[src/rtl/led_pkg.sv]
// Shared constants for the LED ping-pong step generator and shifter top.
// speed_sel encoding, default clock/divider/debounce values, period helper.
package led_pkg;

    localparam int SPEED_W = 2;

    localparam logic [SPEED_W-1:0] SPD_2HZ  = 2'd0;
    localparam logic [SPEED_W-1:0] SPD_4HZ  = 2'd1;
    localparam logic [SPEED_W-1:0] SPD_8HZ  = 2'd2;
    localparam logic [SPEED_W-1:0] SPD_16HZ = 2'd3;

    localparam int DEF_CLK_HZ     = 50_000_000;
    localparam int DEF_BASE_DIV   = 25_000_000;
    localparam int DEF_DEB_CYCLES = 500_000;

    // Each speed step halves the tick period.
    function automatic logic [31:0] period_of(input logic [31:0] base,
                                              input logic [SPEED_W-1:0] sel);
        return base >> sel;
    endfunction

endpackage

[src/rtl/btn_debounce.sv]
// Push-button conditioner: polarity normalize, 2-FF sync, stable-count debounce,
// and a one-cycle pulse on each debounced press.
module btn_debounce #(
    parameter int DEB_CYCLES = 500_000,
    parameter int ACTIVE_LOW = 1
) (
    input  logic clk,
    input  logic rst,
    input  logic btn_raw,
    output logic level,
    output logic press_pulse
);

    localparam int DW = (DEB_CYCLES > 1) ? $clog2(DEB_CYCLES + 1) : 1;

    logic          norm;
    logic          s1, s2, level_d;
    logic [DW-1:0] cnt;

    assign norm = (ACTIVE_LOW != 0) ? ~btn_raw : btn_raw;

    // Level flips only after DEB_CYCLES consecutive disagreeing samples.
    always_ff @(posedge clk or posedge rst) begin
        if (rst) begin
            s1      <= 1'b0;
            s2      <= 1'b0;
            level   <= 1'b0;
            level_d <= 1'b0;
            cnt     <= '0;
        end else begin
            s1      <= norm;
            s2      <= s1;
            level_d <= level;
            if (s2 == level) begin
                cnt <= '0;
            end else if (cnt == DW'(DEB_CYCLES - 1)) begin
                level <= ~level;
                cnt   <= '0;
            end else begin
                cnt <= cnt + 1'b1;
            end
        end
    end

    assign press_pulse = level & ~level_d;

endmodule

[src/rtl/led_step_gen.sv]
// Step-enable pulse generator for the LED shifter: switch-selected period, button run/pause.
// Define LED_SINGLE_STEP_EN to add btn_step, which emits one tick per press while paused.
module led_step_gen
    import led_pkg::*;
#(
    parameter int CLK_HZ         = DEF_CLK_HZ,
    parameter int BASE_DIV       = DEF_BASE_DIV,
    parameter int DEB_CYCLES     = DEF_DEB_CYCLES,
    parameter int BTN_ACTIVE_LOW = 1
) (
    input  logic               clk,
    input  logic               rst,
    input  logic [SPEED_W-1:0] speed_sel,
    input  logic               btn_pause,
`ifdef LED_SINGLE_STEP_EN
    input  logic               btn_step,
`endif
    output logic               tick,
    output logic               running
);

    localparam int CW = $clog2(BASE_DIV);

    if (BASE_DIV < 8 || CLK_HZ <= 0) begin : g_bad_cfg
        $error("led_step_gen: BASE_DIV must be >= 8 and CLK_HZ positive");
    end

    logic [SPEED_W-1:0] sel_s1, sel_sync;
    logic [CW-1:0]      cnt;
    logic [31:0]        period;
    logic               at_end;
    logic               pause_level, pause_press;

    btn_debounce #(.DEB_CYCLES(DEB_CYCLES), .ACTIVE_LOW(BTN_ACTIVE_LOW)) u_pause (
        .clk         (clk),
        .rst         (rst),
        .btn_raw     (btn_pause),
        .level       (pause_level),
        .press_pulse (pause_press)
    );

    assign period = period_of(32'(BASE_DIV), sel_sync);
    // >= rather than == so a shorter period picked mid-count fires at once.
    assign at_end = (32'(cnt) >= (period - 32'd1));

`ifdef LED_SINGLE_STEP_EN
    logic step_level, step_press, step_go, step_fire;

    btn_debounce #(.DEB_CYCLES(DEB_CYCLES), .ACTIVE_LOW(BTN_ACTIVE_LOW)) u_step (
        .clk         (clk),
        .rst         (rst),
        .btn_raw     (btn_step),
        .level       (step_level),
        .press_pulse (step_press)
    );

    // A simultaneous pause toggle takes priority over the step.
    assign step_go = step_press & ~running & ~pause_press;

    always_ff @(posedge clk or posedge rst) begin
        if (rst) step_fire <= 1'b0;
        else     step_fire <= step_go;
    end

    assign tick = (running & at_end) | step_fire;
`else
    assign tick = running & at_end;
`endif

    always_ff @(posedge clk or posedge rst) begin
        if (rst) begin
            sel_s1   <= '0;
            sel_sync <= '0;
            running  <= 1'b1;
            cnt      <= '0;
        end else begin
            sel_s1   <= speed_sel;
            sel_sync <= sel_s1;
            if (pause_press)
                running <= ~running;
            if (running)
                cnt <= at_end ? '0 : cnt + 1'b1;
`ifdef LED_SINGLE_STEP_EN
            if (step_go)
                cnt <= '0;
`endif
        end
    end

endmodule
[config.mk]
export PLATFORM = sky130hd
export DESIGN_NAME = led_step_gen
export DESIGN_NICKNAME = d
export VERILOG_FILES = /design/src/rtl/led_pkg.sv /design/src/rtl/btn_debounce.sv /design/src/rtl/led_step_gen.sv
export SDC_FILE = /design/constraint.sdc
export NUM_CORES = 1
export LEC_CHECK = 0
export BUFFER_PORTS_ARGS = -buffer_cell sky130_fd_sc_hd__buf_4
export CAP_MARGIN = 20
export CORE_MARGIN = 3
export CORE_UTILIZATION = 32
export DETAILED_ROUTE_END_ITERATION = 10
export PLACE_DENSITY_LB_ADDON = 0.2
export SKIP_LAST_GASP = 1
export SLEW_MARGIN = 20
export SYNTH_ARGS = -nofsm -noshare
export SYNTH_HDL_FRONTEND = slang
export SYNTH_HIERARCHICAL = 1
export SYNTH_SLANG_ARGS = --single-unit
export TNS_END_PERCENT = 100
[constraint.sdc]
create_clock -name clk -period 2.95 [get_ports clk]
set_input_delay 0.295 -clock clk [delete_from_list [all_inputs] [get_ports clk]]
set_output_delay 0.295 -clock clk [all_outputs]
set_load 0.02 [all_outputs]
==> run_results.csv <==
group,metric,value,unit
synthesis,yosys_most_used_dff,"sky130_fd_sc_hd__dfrtp_1",
setup_path,path_depth,9,
grt,grt_util_all_layers,12.4,%
floorplan,floorplan.initialDensity,33.1,%
setup_path,critPathBufInv,2,
synthesis,ys_types,57,
clock_network,max-clock-path-buffers,2,
setup_path,cp_data_required_time,2650,ps
synthesis,asyncSetResetFlopFracSynth,100,%
synthesis,seq_area_frac_synth,42.9,%
setup_path,end_kind,"output port",
routing,num_vias,2300,
setup_path,timing.critical_path.slowest_stage_cell,"sky130_fd_sc_hd__dfrtp_2",
cells_and_area,num-fill-cells,953,
clock_network,clock_sink_count,53,
grt,grt_pass1_wl,11400,um
synthesis,synth_area,3090,um^2
sta,fin_setup_tns,0,ps
setup_path,cpLargestDelayFamily,"compound AO/OA/AOI/OAI gates",
floorplan,design.die.area,10900,um^2
cells_and_area,stdcell_count,462,
synthesis,syn-mean-instance-area,9.66,um^2
cells_and_area,insertedDiodeCount,0,
setup_path,critPathMaxFanout,5,
synthesis,synth-seq-cells,53,
sta,finalCriticalPeriod,2850,ps
cells_and_area,area.growth.synth_to_final,13.0,%
sta,report.final.slew_viol_count,0,
sta,timing.final.crit_share,96.7,%
power,switching_share,24.5,%
routing,wire_per_inst,14.1,um
routing,route.detailed.vias_per_inst,4.98,
setup_path,crit_chain,"inv_1 -> nand2_1 -> ha_1 -> a211o_1 -> a221o_1 -> a221oi_4 -> o21ai_2 -> and2_4 -> buf_6",
power,clockPowerShare,38.0,%
routing,first_iter_violations,93,
run_status,status,"completed",
grt,grt_overflow_total,0,
power,switching_power,333,uW
setup_path,critPathKind,"reg -> out",
place,weighted_congestion_at_the_end_of_routability_driven_global_placement,0.780,
sta,timing.clock.skew,13.3,ps
power,p_seq_share,54.4,%
sta,max-slew-margin-rel,41.2,%
power,power_per_cell_area,390,nW/um^2
hold_path,hold_path.class,"in -> async",
cells_and_area,commonest_non_fill_non_tap_cells_in_the_layout,"sky130_fd_sc_hd__dfrtp_1 (50), sky130_fd_sc_hd__a21oi_1 (29), sky130_fd_sc_hd__nor2_1 (26)",
floorplan,num_io_pins,7,
clock_network,cts_made_buffers,5,
grt,grt_start_max_net_pins,31,
sta,worstMarginPinSlew,881,ps
routing,drt_pre_antenna_iters,4,
grt,antenna_found_initial,0,
grt,vias_in_the_first_global_route,2280,
synthesis,postSynthCellCount,320,
cells_and_area,area_occupied_by_registers,1330,um^2
synthesis,yosysWarningCount,6,
power,power.static_leakage,0.00147,uW
sta,total_of_endpoints_with_negative_setup_slack_in_the_final_report,0,
clock_network,post_cts_hold_buffer_count,0,
power,power.ir.vdd_worst,0.259,mV
cells_and_area,drive_gt1_share,15.3,%
job,cap_violations,0,
place,post-place-cells,449,
routing,drt.antenna.violating_nets,0,
synthesis,synth-edff-count,0,
place,port-buffer-count,6,
clock_network,clk_transition_reported_paths,110,ps
sta,finalHoldViolCount,0,
clock_network,htreeDepth,2,
place,dpl.hpwl,4680,um
routing,detail_route.drc_violations,0,
setup_path,reg2regPathDepth,12,
clock_network,tritoncts,"done",
floorplan,floorplan.die.height,104,um
power,power.combinational.fraction,7.6,%
cells_and_area,nNetsFinal,360,
cells_and_area,combined_area_of_the_multi_input_logic_cells,1700,um^2
setup_path,cp.arrival,2560,ps
setup_path,setup.worst_path.start_class,"flip-flop",
cells_and_area,layout.cells.most_common,"sky130_fd_sc_hd__dfrtp_1",
sta,fmax,350,MHz
setup_path,critical_path.max_stage_delay,460,ps
clock_network,clock-root-buffer,"sky130_fd_sc_hd__clkbuf_8",
clock_network,clk-insertion-delay-late,310,ps
floorplan,fp-row-count,35,
floorplan,die_w,104,um
routing,route.final.wire_length,6520,um
power,internal-power,1030,uW
floorplan,coreArea,9330,um^2
-- flip-flops by register name, summed over array words and instances (netlist names) --
signal           flops
u_pause/s2           1
running              1
u_pause/cnt         19
u_pause/s1           1
u_pause/level        1
u_pause/level_d      1
sel_s1               2
cnt                 25
sel_sync             2
-- metrics by stage --
stage	instance area [um^2]	hold slack [ps]	utilization, %	power [uW]	setup WS, ps
finish	3490	59.2	37.5	1360	96.5
global route	3490	71.8	37.5	1430	-16.3
CTS	3430	78.3	36.8	1370	0.327
detailed placement	3270	340	35.1	844	234
global placement	3270	334	35.1	842	290
floorplan	3100	297	-	818	439
-- what timing repair did --
action	CTS	global route
pin swaps	5	6
setup endpoints to repair	1	1
gates resized for setup	6	8
hold endpoints to repair	0	0
setup buffers	3	2
-- tightest hold or removal path, cell delays in order --
cell	delay (ps)
sky130_fd_sc_hd__buf_4	110
sky130_fd_sc_hd__inv_1	40
sky130_fd_sc_hd__buf_4	360
-- cell usage after synthesis, types with 3 or more instances --
cell type	instances	area [um^2]
sky130_fd_sc_hd__dfrtp_1	52	1300
sky130_fd_sc_hd__a21oi_1	30	150
sky130_fd_sc_hd__nor2_1	26	97.6
sky130_fd_sc_hd__nand2_1	25	93.8
sky130_fd_sc_hd__ha_1	23	288
sky130_fd_sc_hd__xnor2_1	23	201
sky130_fd_sc_hd__nand3_1	19	95.1
sky130_fd_sc_hd__inv_1	18	67.6
sky130_fd_sc_hd__xor2_1	12	105
sky130_fd_sc_hd__nor3_1	9	45.0
sky130_fd_sc_hd__nand4_1	7	43.8
sky130_fd_sc_hd__nor4_1	7	43.8
sky130_fd_sc_hd__buf_2	6	30.0
sky130_fd_sc_hd__o21ai_0	6	30.0
sky130_fd_sc_hd__and4_1	4	35.0
sky130_fd_sc_hd__or3_1	4	25.0
sky130_fd_sc_hd__and3_1	3	18.8
sky130_fd_sc_hd__clkbuf_1	3	11.3
-- final cells by class --
| type | instances | share of cell area [%] |
|---|---|---|
| Timing Repair Buffer | 15 | 3.33 |
| Sequential cell | 53 | 38.1 |
| Inverter | 18 | 1.93 |
| Clock buffer | 5 | 1.97 |
| Clock inverter | 3 | 1.33 |
| Multi-Input combinational cell | 239 | 48.7 |
| Tap cell | 129 | 4.62 |
-- path summary, 6_finish.rpt --
kind | start | end | slack (ps)
max | sel_sync[1] | tick | 100
min | rst | sel_s1[0] | 60
max reg2reg | sel_sync[0] | cnt[2] | 400
min reg2reg | u_pause/s1 | u_pause/s2 | 370
max in group asynchronous | rst | u_pause/cnt[9] | 2230
min in group clk | speed_sel[0] | sel_s1[0] | 80
-- layer usage --
| layer | share of wire, % | routed length, um | vias up | GRT usage [%] |
|---|---|---|---|---|
| li1 | - | - | 1165 | - |
| met1 | 55 | 3570 | 1109 | 18.8 |
| met2 | 43 | 2780 | 24 | 18.9 |
| met3 | 1.9 | 127 | 2 | 1.68 |
| met4 | 0.58 | 38 | 0 | 2.56 |
| met5 | 0 | 0 | - | 0 |
-- cells by family after synthesis --
kind of cell	Yosys count	synth area share, %
AND/OR/NAND/NOR	125	22.3
AO/OA/AOI/OAI	53	11.0
flip-flops	53	42.9
XOR/XNOR	35	9.91
buffers and inverters	29	4.09
adder cells (fa/ha/maj)	23	9.31
other	1	0.121
multiplexers	1	0.364
-- power by group through the flow --
stage | Combinational (uW) | Clock, uW | Sequential [uW]
5_1_grt | 122 | 567 | 743
6_report | 104 | 517 | 741
3_3_place_gp | 88.0 | 0 | 754
3_5_place_dp | 90.0 | 0 | 754
2_1_floorplan | 65.6 | 0 | 752
4_1_cts | 96.3 | 532 | 741
(Power assumes the default switching activity.)
